==> config.mk <==
export PLATFORM = sky130hd
export DESIGN_NAME = can_tx_queue
export DESIGN_NICKNAME = d
export VERILOG_FILES = /design/src/rtl/can_tx_queue_pkg.sv /design/src/rtl/can_tx_queue_fifo.sv /design/src/rtl/can_tx_queue.sv
export SDC_FILE = /design/constraint.sdc
export NUM_CORES = 1
export LEC_CHECK = 0
export CORE_UTILIZATION = 30
export DETAILED_ROUTE_END_ITERATION = 10
export DONT_BUFFER_PORTS = 1
export PLACE_DENSITY = 0.45
export SETUP_SLACK_MARGIN = 0.5
export SYNTH_ARGS = -nofsm -noshare
export SYNTH_HDL_FRONTEND = slang
export SYNTH_SLANG_ARGS = --single-unit
==> constraint.sdc <==
create_clock -name clk -period 9.15 [get_ports clk]
set_input_delay 0.915 -clock clk [delete_from_list [all_inputs] [get_ports clk]]
set_output_delay 0.915 -clock clk [all_outputs]
set_load 0.005 [all_outputs]
==> src/rtl/can_tx_queue_pkg.sv <==
// Shared widths, FSM encoding and frame layout for the CAN transmit queue.
package can_tx_queue_pkg;

    localparam int CAN_ID_W     = 11;
    localparam int CAN_TXDATA_W = 32;
    localparam int TXQ_FRAME_W  = CAN_ID_W + CAN_TXDATA_W;

    typedef enum logic [1:0] {
        TXQ_IDLE   = 2'd0,
        TXQ_SEND   = 2'd1,
        TXQ_REPORT = 2'd2
    } txq_state_e;

    typedef struct packed {
        logic [CAN_ID_W-1:0]     id;
        logic [CAN_TXDATA_W-1:0] data;
    } txq_frame_t;

    function automatic logic [3:0] sat_inc4(input logic [3:0] v);
        return (v == 4'hF) ? v : v + 4'd1;
    endfunction

endpackage

==> src/rtl/can_tx_queue_fifo.sv <==
// Synchronous ID+payload FIFO with single-cycle flush; count excludes nothing in flight.
module can_tx_fifo
    import can_tx_queue_pkg::*;
#(
    parameter int DEPTH = 4
) (
    input  logic                       clk,
    input  logic                       rstn,
    input  logic                       flush,
    input  logic                       wr_en,
    input  txq_frame_t                 wr_frame,
    input  logic                       rd_en,
    output txq_frame_t                 rd_frame,
    output logic [$clog2(DEPTH):0]     count,
    output logic                       empty,
    output logic                       full
);
    localparam int AW = $clog2(DEPTH);

    txq_frame_t    mem [DEPTH];
    logic [AW:0]   wr_ptr;
    logic [AW:0]   rd_ptr;
    logic          push;
    logic          pop;

    assign empty    = (wr_ptr == rd_ptr);
    assign full     = (wr_ptr[AW] != rd_ptr[AW]) && (wr_ptr[AW-1:0] == rd_ptr[AW-1:0]);
    assign push     = wr_en && !full;
    assign pop      = rd_en && !empty;
    assign rd_frame = mem[rd_ptr[AW-1:0]];

    always_ff @(posedge clk) begin
        if (push && !flush) begin
            mem[wr_ptr[AW-1:0]] <= wr_frame;
        end
    end

    // flush outranks both push and pop
    always_ff @(posedge clk or negedge rstn) begin
        if (!rstn) begin
            wr_ptr <= '0;
            rd_ptr <= '0;
            count  <= '0;
        end else if (flush) begin
            rd_ptr <= wr_ptr;
            count  <= '0;
        end else begin
            if (push) wr_ptr <= wr_ptr + 1'b1;
            if (pop)  rd_ptr <= rd_ptr + 1'b1;
            if (push && !pop)      count <= count + 1'b1;
            else if (pop && !push) count <= count - 1'b1;
        end
    end

endmodule

==> src/rtl/can_tx_queue.sv <==
// Transmit frame queue: holds one frame on the controller TX port, retries un-ACKed
// frames, bounds each frame with a watchdog and reports a completion status.
//   state  | meaning
//   IDLE   | no frame in flight; load head when queue non-empty
//   SEND   | tx_start high, waiting for tx_done or watchdog expiry
//   REPORT | one-cycle done_valid pulse, then back to IDLE
module can_tx_queue
    import can_tx_queue_pkg::*;
#(
    parameter int          DEPTH      = 4,
    parameter logic [3:0]  MAX_RETRY  = 4'd3,
    parameter logic [23:0] TMO_CYCLES = 24'd5_000_000
) (
    input  logic                     rstn,
    input  logic                     clk,
    input  logic                     wr_valid,
    output logic                     wr_ready,
    input  logic [CAN_ID_W-1:0]      wr_id,
    input  logic [CAN_TXDATA_W-1:0]  wr_data,
    input  logic                     flush,
    output logic [$clog2(DEPTH):0]   count,
    output logic                     busy,
    output logic                     done_valid,
    output logic                     done_ok,
    output logic                     done_timeout,
    output logic [CAN_ID_W-1:0]      done_id,
    output logic [3:0]               done_attempts,
    output logic                     tx_start,
    output logic [CAN_ID_W-1:0]      tx_id,
    output logic [CAN_TXDATA_W-1:0]  tx_data,
    input  logic                     tx_done,
    input  logic                     tx_acked
);
    localparam logic [23:0] TMO_LOAD = TMO_CYCLES - 24'd1;

    txq_state_e  state, state_nx;
    logic [3:0]  attempts, attempts_nx;
    logic [23:0] timer, timer_nx;
    logic        ok_nx, tmo_nx;
    logic        empty, full, load;
    txq_frame_t  head;

    assign wr_ready = !full && !flush;
    assign load     = (state == TXQ_IDLE) && !empty;

    can_tx_fifo #(.DEPTH(DEPTH)) u_fifo (
        .clk      (clk),
        .rstn     (rstn),
        .flush    (flush),
        .wr_en    (wr_valid && wr_ready),
        .wr_frame ('{id: wr_id, data: wr_data}),
        .rd_en    (load),
        .rd_frame (head),
        .count    (count),
        .empty    (empty),
        .full     (full)
    );

    // watchdog is a down-counter; expiry is terminal count 0 while in SEND
    always_comb begin
        state_nx    = state;
        attempts_nx = attempts;
        timer_nx    = timer;
        ok_nx       = 1'b0;
        tmo_nx      = 1'b0;
        case (state)
            TXQ_IDLE: begin
                if (!empty) begin
                    state_nx    = TXQ_SEND;
                    attempts_nx = 4'd0;
                    timer_nx    = TMO_LOAD;
                end
            end
            TXQ_SEND: begin
                if (tx_done) begin
                    attempts_nx = sat_inc4(attempts);
                    if (tx_acked) begin
                        state_nx = TXQ_REPORT;
                        ok_nx    = 1'b1;
                    end else if (attempts < MAX_RETRY) begin
                        timer_nx = TMO_LOAD;
                    end else begin
                        state_nx = TXQ_REPORT;
                    end
                end else if ((TMO_CYCLES != 24'd0) && (timer == 24'd0)) begin
                    state_nx = TXQ_REPORT;
                    tmo_nx   = 1'b1;
                end else if (timer != 24'd0) begin
                    timer_nx = timer - 24'd1;
                end
            end
            TXQ_REPORT: state_nx = TXQ_IDLE;
            default:    state_nx = TXQ_IDLE;
        endcase
    end

    always_ff @(posedge clk or negedge rstn) begin
        if (!rstn) begin
            state         <= TXQ_IDLE;
            attempts      <= 4'd0;
            timer         <= 24'd0;
            tx_start      <= 1'b0;
            tx_id         <= '0;
            tx_data       <= '0;
            busy          <= 1'b0;
            done_valid    <= 1'b0;
            done_ok       <= 1'b0;
            done_timeout  <= 1'b0;
            done_id       <= '0;
            done_attempts <= 4'd0;
        end else begin
            state      <= state_nx;
            attempts   <= attempts_nx;
            timer      <= timer_nx;
            tx_start   <= (state_nx == TXQ_SEND);
            busy       <= (state_nx != TXQ_IDLE);
            done_valid <= (state_nx == TXQ_REPORT);
            if (load) begin
                tx_id   <= head.id;
                tx_data <= head.data;
            end
            if ((state == TXQ_SEND) && (state_nx == TXQ_REPORT)) begin
                done_ok       <= ok_nx;
                done_timeout  <= tmo_nx;
                done_id       <= tx_id;
                done_attempts <= attempts_nx;
            end
        end
    end

endmodule
### Word-level counts from Yosys, hierarchy flattened

Memory sizes are Yosys's and may differ from the RTL's. A register that Yosys moved wholly into a read port is not among the register bits.
Cells that the tools add are included.

| word-level totals | value |
|---|---|
| RAM bits | 172 |
| input bits | 49 |
| memories kept | 1 |
| output and inout port bits | 67 |
| register bits after elaboration | 59 |

| operators by class | value |
|---|---|
| bitwise gates (word level) | 1 |
| reductions and logical operators | 25 |
| $add $sub $neg | 6 |
| $lt $le $gt $ge | 1 |
| eq/ne operators | 12 |
| multiplexer cells | 30 |

Memories:

| memory | depth | bits a word | read ports | clocked after Yosys merged registers in | wr ports | RTL line | text |
|---|---|---|---|---|---|---|---|
| u_fifo.mem | 4 | 43 | 1 | 1 | 1 | can_tx_queue_fifo.sv:20 | `txq_frame_t mem [DEPTH];` |

Operators with widths:

| kind | number |
|---|---|
| $mux 24 | 6 |
| $pmux 24 s2 | 1 |
| $logic_not 24->1 | 1 |
| $reduce_bool 24->1 | 1 |
| $sub 24x1->24 const B | 1 |
| $mux 3 | 5 |
| $mux 4 | 3 |
| $ne 3x3->1 const B | 4 |
| $logic_and 1x1->1 | 10 |
| $mux 2 | 5 |
| $add 3x1->3 const B | 3 |
| $mux 1 | 8 |
| $pmux 4 s2 | 1 |
| $logic_not 1->1 | 6 |
| $reduce_and 6->1 | 1 |
| $reduce_bool 2->1 | 3 |
| $add 4x1->4 const B | 1 |
| $eq 2x1->1 const B | 2 |
| $eq 4x4->1 const B | 1 |
| $lt 4x2->1 const B | 1 |
| $pmux 2 s2 | 1 |
| $eq 3x3->1 | 1 |
| $reduce_bool 3->1 | 1 |
| $sub 3x1->3 const B | 1 |
| 7 further kinds | 7 |

### Longest topological paths before layout

Gate-level depths: netlist of the first run.

| logic depth | value |
|---|---|
| depth after elaboration | 11 |
| depth in mapped cells | 11 |

### Hierarchy

A second synthesis of the first run with hierarchy kept.

| second synthesis, totals | value |
|---|---|
| cells, all modules | 709 |
| area, all modules | 10958.0 um^2 |

Modules (own cells, without submodules):

| module | cells an instance | area each (um^2) | times used |
|---|---|---|---|
| can_tx_fifo | 298 | 6881.6 | 1 |
| can_tx_queue | 411 | 4076.4 | 1 |

### Least setup slack after synthesis of the first run

No wires, ideal clock.

| timing | value |
|---|---|
| kind | flip-flop to flip-flop |
| start | reg u_fifo.rd_ptr[0] |
| end | mem u_fifo.mem[3][0] in the netlist's numbering, enable pin |
| stages on the path, launching flop included | 6 |
| buffers on the path | 2 |
| required time | 8.744 ns |
| data arrival time | 2.623 ns |
| library setup time | 0.406 ns |
| setup slack | 6.121 ns |
| path through | dfrtp_1 -> clkbuf_1 -> xor2_1 -> o311a_1 -> clkbuf_1 -> and2_1 |

| on the way | value |
|---|---|
| word-level cells in the longest chain between the ends | 9 |

RTL lines:

| item | RTL line | text |
|---|---|---|
| from (decl) | can_tx_queue_fifo.sv:22 | `logic [AW:0] rd_ptr;` |
| from (signal assigned) | can_tx_queue_fifo.sv:45 | `rd_ptr <= wr_ptr;` |
| from (signal assigned) | can_tx_queue_fifo.sv:49 | `if (pop) rd_ptr <= rd_ptr + 1'b1;` |
| $eq 2x2->1 (*) | can_tx_queue_fifo.sv:27 | `assign full = (wr_ptr[AW] != rd_ptr[AW]) && (wr_ptr[AW-1:0] == rd_ptr[AW-1:0]);` |
| $logic_and 1x1->1 (*) | can_tx_queue_fifo.sv:27 |  |
| $logic_not 1->1 (*) | can_tx_queue_fifo.sv:28, can_tx_queue.sv:43 |  |
| $logic_and 1x1->1 | can_tx_queue.sv:43 | `assign wr_ready = !full && !flush;` |
| $logic_and 1x1->1 | can_tx_queue.sv:50 | `.wr_en (wr_valid && wr_ready),` |
| $logic_and 1x1->1 (*) | can_tx_queue_fifo.sv:28 | `assign push = wr_en && !full;` |
| $logic_and 1x1->1 (*) | can_tx_queue_fifo.sv:33 | `if (push && !flush) begin` |
| $mux 1 (*) | can_tx_queue_fifo.sv:33 |  |
| $mux 1 (implied by the code) (*) | can_tx_queue_fifo.sv:34 | `mem[wr_ptr[AW-1:0]] <= wr_frame;` |
| to (decl) | can_tx_queue_fifo.sv:20 |  |

Mark *: on every way between the ends. The rest lies on a longest branch, timed or not.

### Final worst setup path of the first run

| timing | value |
|---|---|
| start | reg u_fifo.rd_ptr[0] |
| end | reg timer[19] |

| on the way | value |
|---|---|
| word-level cells in the longest chain between the ends | 3 |

RTL lines:

| item | RTL line | text |
|---|---|---|
| $eq 3x3->1 | can_tx_queue_fifo.sv:26 | `assign empty = (wr_ptr == rd_ptr);` |
| $ne 2x2->1 (no line) | - |  |
| $reduce_and 6->1 (no line) | - |  |
| to (signal assigned) | can_tx_queue.sv:114 | `timer <= timer_nx;` |
| to (decl) | can_tx_queue.sv:38 | `logic [23:0] timer, timer_nx;` |

Every way passes these cells.
A chain may end at the register's enable or synchronous reset.

==> results.sh, run 1 <==
export IMPL_ys_flop_type="edfxtp_1"
export IMPL_ant_nets=0
export IMPL_cts_max_level=1
export IMPL_reg2reg_setup_slack_ps=5610
export IMPL_grt_pass1_wl_mm=36.6
export IMPL_worstPathMaxFanout=47
export IMPL_hold_viol=0
export IMPL_fin_crit_ps=3540
export IMPL_p_leak_nw=4.55
export IMPL_grt_max_degree=98
export IMPL_ys_types=51
export IMPL_wirelength_mm=23.7
export IMPL_vias_per_cell=4.80
export IMPL_syn_inst=690
export IMPL_endpoint_kind="flip-flop"
export IMPL_clock_sinks=274
export IMPL_drt_iter0_drc=267
export IMPL_numCtsBuffers=31
export IMPL_gp_congestion=0.778
export IMPL_rr_endpoint="timer[19]"
export IMPL_hp_class="primary input to asynchronous set/reset pin"
export IMPL_start_util_pct=30.8
export IMPL_tritoncts="built"
export IMPL_syn_avg_cell_area_um2=15.6
export IMPL_synth_area_mm2=0.0107
export IMPL_placedInstanceArea_mm2=0.0113
export IMPL_io_buffer_count=0
export IMPL_final_layout_size_suffix_gt1_share_pct=17.5
export IMPL_antenna_found_initial=0
export IMPL_overflow=0
export IMPL_grt_pass1_vias=6211
export IMPL_finClkSkew_ps=17.6
export IMPL_max_cap_violations=0
export IMPL_dp_hpwl_mm=13.5
export IMPL_arrival_ps=3950
export IMPL_vias=5689
export IMPL_grt_usage_pct=13.2
export IMPL_synth_edf_count=172
export IMPL_setup_tns_ps=0
export IMPL_fmax_ghz=0.282
export IMPL_r2r_start="u_fifo.rd_ptr[0]"
export IMPL_ir_worst_vdd_mv=0.167
export IMPL_layout_nets=762
export IMPL_maxSlewViolCount=0
export IMPL_design_area_mm2=0.0123
export IMPL_seq_area_frac_synth_pct=71.8
export IMPL_preCtsSetupSlack_ps=5440
export IMPL_yosys_warnings=0
export IMPL_n_fill_cell=3330
export IMPL_slew_headroom_pct=34.2
export IMPL_first_pass_iters=5
export IMPL_cts_root_buf="clkbuf_16"
export IMPL_cp_required_ps=9560
export IMPL_clock_latency_ps=580
export IMPL_core_area_mm2=0.0349
export IMPL_start_kind="flip-flop"
export IMPL_worst_slack_ps=5610
export IMPL_r2r_cells=7
export IMPL_ioPinCount=116
export IMPL_die_height_um=191
export IMPL_tightest_slew_ps=986
export IMPL_placementRows=68
export IMPL_wire_per_inst_um=20.0
export IMPL_cts_max_path_buffers=3
export IMPL_cts_reportedPaths_clkPinSlew_ps=60
export IMPL_dieWidth_um=191
export IMPL_syn_to_final_growth_pct=14.6
export IMPL_fin_crit_sh_pct=38.7
export IMPL_ys_ff_latch=274
export IMPL_status="complete, no violations"
export IMPL_synth_fp_nets=747
export IMPL_power_density_mw_per_mm2=327
export IMPL_async_reset_ff_share_pct=37.2
export IMPL_die_area_mm2=0.0366
export IMPL_finalSetupViolCount=0
export IMPL_rsz0062_at_grt="no"
export IMPL_path_class="flip-flop to flip-flop"
export IMPL_drc=0
export IMPL_n_antenna_cell=0
state kept, by name (all words and copies together), names as in the netlist:
signal,flops
tx_start,1
state,2
u_fifo.wr_ptr,3
done_timeout,1
u_fifo.rd_ptr,3
attempts,4
timer,24
tx_id,11
done_valid,1
u_fifo.mem,172
tx_data,32
done_ok,1
u_fifo.count,3
done_id,11
busy,1
done_attempts,4
cell type report:
type	count	area, um2	area share (%)
Multi-Input combinational cell	376	2880	23.4
Clock inverter	18	206	1.68
Inverter	12	45.0	0.366
Clock buffer	40	820	6.65
Tap cell	455	569	4.62
Sequential cell	274	7720	62.7
Timing Repair Buffer	10	77.6	0.630
logic make-up (layout without fill, tap and decap cells):
logic type               Yosys count  in the layout  share of synthesized area, %
buffers and inverters             40             80                          1.60
flip-flops                       274            274                          71.8
multiplexers                      59             59                          11.0
AO/OA/AOI/OAI                     65             65                          3.97
adder cells (fa/ha/maj)            8              8                          1.00
XOR/XNOR                          24             24                          1.96
AND/OR/NAND/NOR                  220            220                          8.70
layer usage:
| layer | routed length, um | up-vias | track usage, % |
|---|---|---|---|
| met3 | 1880 | 46 | 4.39 |
| li1 | - | 2577 | - |
| met2 | 11100 | 153 | 21.9 |
| met5 | 0 | - | 0 |
| met1 | 9980 | 2913 | 16.3 |
| met4 | 679 | 0 | 4.03 |
critical path, cell delays in order (launching register included):
cell,delay [ps]
dfrtp_4,390
buf_4,760
xor2_1,350
o31ai_4,680
buf_4,620
a211oi_1,280
xnor2_1,200
nand2_1,70
cells in the mapped netlist, drive strengths merged (4+ instances only):
cell type,instances,area (um2)
xnor2,15,131
xor2,9,78.8
mux4,43,968
mux2,15,199
nand4,4,25.0
ha,7,87.6
nand2,155,584
o21ai,22,110
nor3,6,30.0
and2,5,31.3
buf,7,47.5
clkbuf,21,78.8
a31oi,6,37.5
a21oi,9,45.0
nor2,26,97.6
nand2b,4,25.0
inv,12,45.0
a211oi,6,45.0
dfrtp,102,2550
edfxtp,172,5160
nor4,4,25.0
power breakdown:
part	switching (mW)	internal, mW	total (mW)
Clock	0.496	0.745	1.24
Sequential	0.177	1.59	1.76
Combinational	0.628	0.398	1.03
worst max-delay path by stage:
stage | start | end | depth (start not counted)
floorplan | u_fifo.rd_ptr[0] | u_fifo.mem[3][0] | 5
global placement | u_fifo.rd_ptr[0] | timer[19] | 7
detailed placement | u_fifo.rd_ptr[0] | timer[19] | 7
CTS | u_fifo.rd_ptr[0] | timer[19] | 7
global route | u_fifo.rd_ptr[0] | timer[19] | 7
finish | u_fifo.rd_ptr[0] | timer[19] | 7
per-stage QoR:
stage / util, % / hold slack, ps / power (mW) / std cells
after floorplan: - / 449 / 2.50 / 690
after global placement: 32.3 / 468 / 2.83 / 1126
after detailed placement: 32.3 / 486 / 2.85 / 1126
after CTS: 35.3 / 4.56 / 4.12 / 1185
after global routing: 35.3 / 9.49 / 4.29 / 1185
final: 35.3 / 43.8 / 4.03 / 1185
cells in the final DEF, fill, tap and decap left out, drive strengths merged, types with 4 or more instances in the layout:
cell type  netlist  layout
mux4            43      43
o21ai           22      22
mux2            15      15
nor2            26      26
xnor2           15      15
nor4             4       4
and2             5       5
a21oi            9       9
a31oi            6       6
nand4            4       4
xor2             9       9
nor3             6       6
ha               7       7
nand2          155     155
inv             12      13
edfxtp         172     172
clkinv           0      13
nand2b           4       4
bufinv           0       4
dfrtp          102     102
buf              7       9
a211oi           6       6
clkbuf          21      40
what timing repair did:
item                                   4_1_cts  5_1_grt
buffers inserted                             0        0
gates resized for setup                      0        0
hold buffers                                 1        0
endpoints found under the hold margin        6        0
Power figures use the tool's default switching activity.
==> inputs of run 2 (changes only) <==
- PLACE_DENSITY: 0.45 -> 0.46
- clock period: 9.15 -> 3.2 ns (I/O delays scaled with it)
==> run 2 against run 1 <==
- first-iteration DRC count grew 22%
- largest power group unchanged
- sequential share of layout area shrank 3.1 points
- setup slack lost 5100 ps
- count of clock-buffer cells in the layout grew 3
- utilization grew 1.8 points
- clock skew grew 1.9 ps
==> results.sh, run 2 (synthesized netlist as in run 1, its figures left out) <==
export IMPL_finalNonFillerCells=1245
export IMPL_n_fill_cell=3305
export IMPL_arrival_ps=3100
export IMPL_clkPwrFrac_pct=27.6
export IMPL_switching_share_pct=33.2
export IMPL_worstPathMaxFanout=8
export IMPL_cp_required_ps=3640
export IMPL_clock_sinks=274
export IMPL_endpoint_kind="flip-flop"
export IMPL_layout_commonest_cell="edfxtp_1"
export IMPL_path_class="flip-flop to flip-flop"
export IMPL_n_antenna_cell=0
export IMPL_status="complete, no violations"
export IMPL_r2r_cells=8
export IMPL_rr_endpoint="done_id[4]"
export IMPL_place_inst=1132
export IMPL_final_cell_mix="172 x edfxtp_1, 154 x nand2_1, 100 x dfrtp_1"
export IMPL_p_int_mw=7.70
export IMPL_p_leak_nw=4.79
export IMPL_grt_pass1_wl_mm=38.0
export IMPL_r2r_start="timer[0]"
export IMPL_hold_viol=0
export IMPL_largest_register_ffs=172
export IMPL_maxSlewViolCount=0
export IMPL_gp_congestion=0.738
export IMPL_placementRows=68
export IMPL_layout_nets=824
export IMPL_cp_num_cells=8
export IMPL_slowest_delay_ps=520
export IMPL_vias_per_cell=4.78
export IMPL_hold_path_depth=3
export IMPL_ant_nets=0
export IMPL_core_area_mm2=0.0349
export IMPL_vias=5946
export IMPL_ir_worst_vdd_mv=0.496
export IMPL_wirelength_mm=24.5
export IMPL_power_switching_mw=3.82
export IMPL_seqPwrFrac_pct=43.8
export IMPL_path_buf_inv=2
export IMPL_fin_crit_sh_pct=83.1
export IMPL_critPathTopFamily="simple AND/OR/NAND/NOR gates"
export IMPL_start_kind="flip-flop"
export IMPL_grt_pass1_vias=6535
export IMPL_dieWidth_um=191
export IMPL_start_util_pct=30.8
export IMPL_fin_crit_ps=2660
export IMPL_numCtsBuffers=30
export IMPL_final_layout_size_suffix_gt1_share_pct=18.9
export IMPL_crit_chain="inv_2, ha_4, or4b_4, or4_4, or2_4, a21o_4, buf_12, mux2_4"
export IMPL_hp_class="primary input to flip-flop"
export IMPL_tritoncts="built"
export IMPL_tightest_slew_ps=825
export IMPL_cts_max_path_buffers=3
export IMPL_io_buffer_count=0
export IMPL_finalSetupViolCount=0
export IMPL_max_cap_violations=0
export IMPL_syn_to_final_growth_pct=20.5
export IMPL_cts_root_buf="clkbuf_16"
export IMPL_antenna_found_initial=1
export IMPL_clock_latency_ps=560
export IMPL_drt_iter0_drc=327
export IMPL_power_total_mw=11.5
export IMPL_drc=0
export IMPL_crit_slowest_cell="or4_4"
export IMPL_rsz0062_at_grt="no"
export IMPL_min_delay_start="flush"
export IMPL_die_height_um=191
export IMPL_fmax_ghz=0.376
export IMPL_cts_max_level=1
export IMPL_ioPinCount=116
export IMPL_finClkSkew_ps=19.5
export IMPL_wire_per_inst_um=19.7
export IMPL_grt_max_degree=103
export IMPL_worstHoldEndpoint="u_fifo.count[1]"
export IMPL_reg2reg_setup_slack_ps=540
export IMPL_utilization_pct=37.1
export IMPL_slew_headroom_pct=45.0
export IMPL_power_density_mw_per_mm2=890
export IMPL_setup_tns_ps=0
export IMPL_dp_hpwl_mm=14.3
export IMPL_overflow=0
export IMPL_cts_reportedPaths_clkPinSlew_ps=60
export IMPL_grt_usage_pct=13.7
export IMPL_die_area_mm2=0.0366
export IMPL_pwr_share_comb_pct=28.6
export IMPL_first_pass_iters=4
[run 2: cell count changes in the layout (fill, tap and decap cells not counted), sizes merged]
| cell | previous run | this run |
|---|---|---|
| dlygate4sd3 | 1 | 47 |
| buf | 9 | 26 |
| clkinv | 13 | 8 |
| bufinv | 4 | 1 |
| clkbuf | 40 | 43 |
| clkinvlp | 0 | 2 |
[run 2: per-layer routing]
| layer | GRT usage (%) | up-vias | part of all wire (%) |
|---|---|---|---|
| met3 | 4.19 | 39 | 7.1 |
| met1 | 16.8 | 3032 | 42 |
| met4 | 3.72 | 2 | 2.2 |
| li1 | - | 2704 | - |
| met5 | 0 | - | 0.053 |
| met2 | 23.2 | 169 | 49 |
[run 2: area by class of cell]
class	instances	area (um2)	area share (%)
flip-flops and latches	274	7720	59.6
multi-input cells	376	2920	22.6
clock buffers	43	810	6.25
repair buffers	73	777	6.00
well taps	455	569	4.40
clock inverters	12	101	0.783
inverters	12	45.0	0.348
[run 2: worst max-delay path by stage]
stage,from,to,slack (ps)
global route,timer[0],done_id[7],500
finish,timer[0],done_id[4],540
global placement,timer[0],done_id[4],300
detailed placement,timer[0],done_id[7],210
CTS,timer[0],timer[10],510
floorplan,timer[0],done_id[2],470
[run 2: worst min-delay path: cells and delay by family]
kind / cells / cell delay [ps]
compound gates: 2 / 150
simple gates: 1 / 80
[run 2: repair_timing]
item                                   in CTS  in global routing
endpoints found under the hold margin     282                  0
hold buffers                               48                  0
buffers inserted                            6                  4
pin swaps                                   3                  1
gates resized for setup                     7                  5
gates cloned                                0                  0
setup endpoints to repair                  29                 26
[run 2: stage by stage]
stage               worst slack (ps)  hold WS (ps)  cell area [um2]
finish                           541          33.6            12900
global route                     498          33.4            12900
CTS                              510          2.92            12900
detailed placement               208          30.4            11400
global placement                 296          29.4            11400
floorplan                        468          24.4            10800
[run 2: power by group through the flow]
| stage | sequential (mW) | combinational, mW | clock (mW) |
|---|---|---|---|
| 6_report | 5.05 | 3.29 | 3.18 |
| 5_1_grt | 5.15 | 3.70 | 3.42 |
| 4_1_cts | 5.07 | 3.32 | 3.30 |
| 3_5_place_dp | 5.14 | 3.14 | 0 |
| 3_3_place_gp | 5.11 | 3.08 | 0 |
| 2_1_floorplan | 4.92 | 2.23 | 0 |
==> inputs of run 3 (changes only) <==
- ABC_AREA: unset -> 1
- PLACE_DENSITY: 0.46 -> 0.45
- clock period: 3.2 -> 2.8 ns (I/O delays scaled with it)
==> run 3 against run 2 <==
- the run now ends with negative hold slack left
- via count is 27% higher
- hold slack worse by 630 ps
- non-clock buffer count down 9
- synthesized area rose by 6.4%
- largest cell class unchanged
==> results.sh, run 3 <==
export IMPL_r2r_cells=14
export IMPL_start_kind="flip-flop"
export IMPL_layout_nets=1172
export IMPL_syn_inst=1068
export IMPL_first_pass_iters=5
export IMPL_endpoint_kind="flip-flop"
export IMPL_hp_class="primary input to asynchronous set/reset pin"
export IMPL_status="complete, but fails checks"
export IMPL_ys_flop_type="edfxtp_1"
export IMPL_wirelength_mm=28.8
export IMPL_vias=7530
export IMPL_layout_commonest_cell="nor2_1"
export IMPL_finClkSkew_ps=10.3
export IMPL_grt_pass1_vias=7561
export IMPL_seq_area_frac_synth_pct=67.5
export IMPL_timing_hold_ws_ps=-596
export IMPL_cts_reportedPaths_clkPinSlew_ps=60
export IMPL_cp_required_ps=3260
export IMPL_dp_hpwl_mm=16.3
export IMPL_slew_headroom_pct=40.3
export IMPL_failed_checks="negative hold slack"
export IMPL_start_util_pct=30.4
export IMPL_dieWidth_um=197
export IMPL_synth_edf_count=172
export IMPL_io_buffer_count=0
export IMPL_r2r_start="u_fifo.wr_ptr[0]"
export IMPL_rr_endpoint="u_fifo.count[2]"
export IMPL_path_class="flip-flop to flip-flop"
export IMPL_grt_max_degree=103
export IMPL_synth_top_area_share_pct=45.2
export IMPL_drt_iter0_drc=420
export IMPL_finalNonFillerCells=1650
export IMPL_yosys_warnings=0
export IMPL_antenna_found_initial=2
export IMPL_yosysMostFrequentCell="nor2_1"
export IMPL_multi_input_area_mm2=0.00325
export IMPL_wire_per_inst_um=17.4
export IMPL_syn_to_final_growth_pct=17.5
export IMPL_overflow=0
export IMPL_n_fill_cell=3710
export IMPL_reg2reg_setup_slack_ps=720
export IMPL_clock_sinks=274
export IMPL_core_area_mm2=0.0376
export IMPL_arrival_ps=2530
export IMPL_maxSlewViolCount=0
export IMPL_die_height_um=197
export IMPL_gp_congestion=0.798
export IMPL_die_area_mm2=0.0389
export IMPL_synth_area_mm2=0.0114
export IMPL_placementRows=71
export IMPL_ir_worst_vdd_mv=0.649
export IMPL_final_layout_size_suffix_gt1_share_pct=9.05
export IMPL_ioPinCount=116
export IMPL_max_cap_violations=0
export IMPL_cts_max_level=1
export IMPL_place_inst=1546
export IMPL_fin_crit_ps=2080
export IMPL_setup_tns_ps=0
export IMPL_fmax_ghz=0.482
export IMPL_vias_per_cell=4.56
export IMPL_syn_avg_cell_area_um2=10.7
export IMPL_ys_types=39
export IMPL_clock_latency_ps=580
export IMPL_hold_buffers=47
export IMPL_synth_top_area_cell="edfxtp_1"
export IMPL_tritoncts="built"
export IMPL_hold_viol=102
export IMPL_finalSetupViolCount=0
export IMPL_synth_top_cells_by_count="261 x nor2_1, 172 x edfxtp_1, 138 x nand2_1"
export IMPL_drc=0
export IMPL_ant_nets=0
export IMPL_largest_register_ffs=172
export IMPL_tightest_slew_ps=896
export IMPL_grt_usage_pct=15.0
export IMPL_worstPathMaxFanout=7
export IMPL_async_reset_ff_share_pct=37.2
export IMPL_synth_fp_nets=1125
export IMPL_fin_crit_sh_pct=74.1
export IMPL_synth_area_leaders="edfxtp_1 45%, dfrtp_1 22%, nor2_1 8.6%, o21ai_0 4.8%, nand2_1 4.5%"
export IMPL_grt_pass1_wl_mm=44.9
export IMPL_rsz0062_at_grt="no"
export IMPL_ys_ff_latch=274
export IMPL_p_leak_nw=5.13
export IMPL_power_density_mw_per_mm2=1050
export IMPL_regArea_mm2=0.00772
export IMPL_final_cell_mix="257 x nor2_1, 172 x edfxtp_1, 138 x nand2_1"
export IMPL_cts_root_buf="clkbuf_16"
export IMPL_cts_max_path_buffers=3
export IMPL_numCtsBuffers=31
## run 3: cell types whose count changed after synthesis, sizes merged, moves of 16 or more
| cell | previous run | this run |
|---|---|---|
| inv | 12 | 53 |
| a31oi | 6 | 43 |
| mux4 | 43 | 0 |
| buf | 7 | 23 |
| o21ai | 22 | 128 |
| nor2 | 26 | 269 |
| nand3 | 3 | 59 |
## run 3: worst max path at each step
stage | startpoint | endpoint | slack (ps) | cells past startpoint
2_1_floorplan | u_fifo.rd_ptr[0] | u_fifo.mem[3][0] | 190 | 6
3_3_place_gp | u_fifo.wr_ptr[1] | tx_id[0] | 730 | 9
3_5_place_dp | u_fifo.wr_ptr[0] | tx_data[29] | 650 | 8
4_1_cts | u_fifo.wr_ptr[0] | tx_data[29] | 670 | 8
5_1_grt | u_fifo.wr_ptr[0] | u_fifo.count[2] | 510 | 14
6_report | u_fifo.wr_ptr[0] | u_fifo.count[2] | 720 | 14
## run 3: kinds of logic after synthesis
| family | count (synthesis) | synth area share (%) |
|---|---|---|
| flops | 274 | 67.5 |
| compound gates | 180 | 8.54 |
| fa+ha+maj | 8 | 0.941 |
| buf+inv | 103 | 4.36 |
| xor+xnor | 5 | 0.383 |
| simple gates | 498 | 18.3 |
## run 3: layout make-up
class | count | area share (%)
Inverter | 53 | 1.56
Timing Repair Buffer | 64 | 4.66
Sequential cell | 274 | 57.5
Clock buffer | 41 | 6.27
Antenna cell | 1 | 0.0186
Clock inverter | 15 | 1.09
Multi-Input combinational cell | 691 | 24.2
Tap cell | 511 | 4.76
## run 3: critical path, stage by stage (launching register included)
cell and delay, ps:
dfrtp_1 420, inv_1 150, nand2_1 60, nand2_1 100, nand3_2 120, nand2_4 140, clkinv_2 80, nor2_1 200
fa_1 220, xor2_1 190, inv_1 60, nand2_1 60, nand2_1 50, nand2_1 60, nand2_1 50
## run 3: metrics by stage
stage | worst slack [ps] | cell area (um2) | utilization, % | power [mW]
floorplan | 186 | 11400 | - | 9.07
global placement | 728 | 12000 | 31.9 | 10.2
detailed placement | 647 | 12000 | 31.9 | 10.3
CTS | 668 | 13400 | 35.8 | 14.4
global route | 510 | 13400 | 35.8 | 15.2
finish | 724 | 13400 | 35.8 | 14.1
## run 3: repair_timing
action / CTS / global route
hold endpoints to repair: 285 / 102
resized for setup: 0 / 1
setup endpoints to repair: 0 / 34
buffers inserted: 0 / 0
## run 3: power breakdown
| group | switching, mW | internal, mW |
|---|---|---|
| sequential | 0.735 | 5.27 |
| clock | 1.65 | 2.30 |
| combinational | 2.86 | 1.29 |
## run 3: routing by layer
metal | global-route usage (%) | part of all wire, % | vias up
met5 | 0.128 | 0.035 | -
met4 | 3.73 | 2.1 | 2
met3 | 4.44 | 6.5 | 40
met2 | 25.4 | 48 | 150
met1 | 18.7 | 44 | 3594
li1 | - | - | 3744
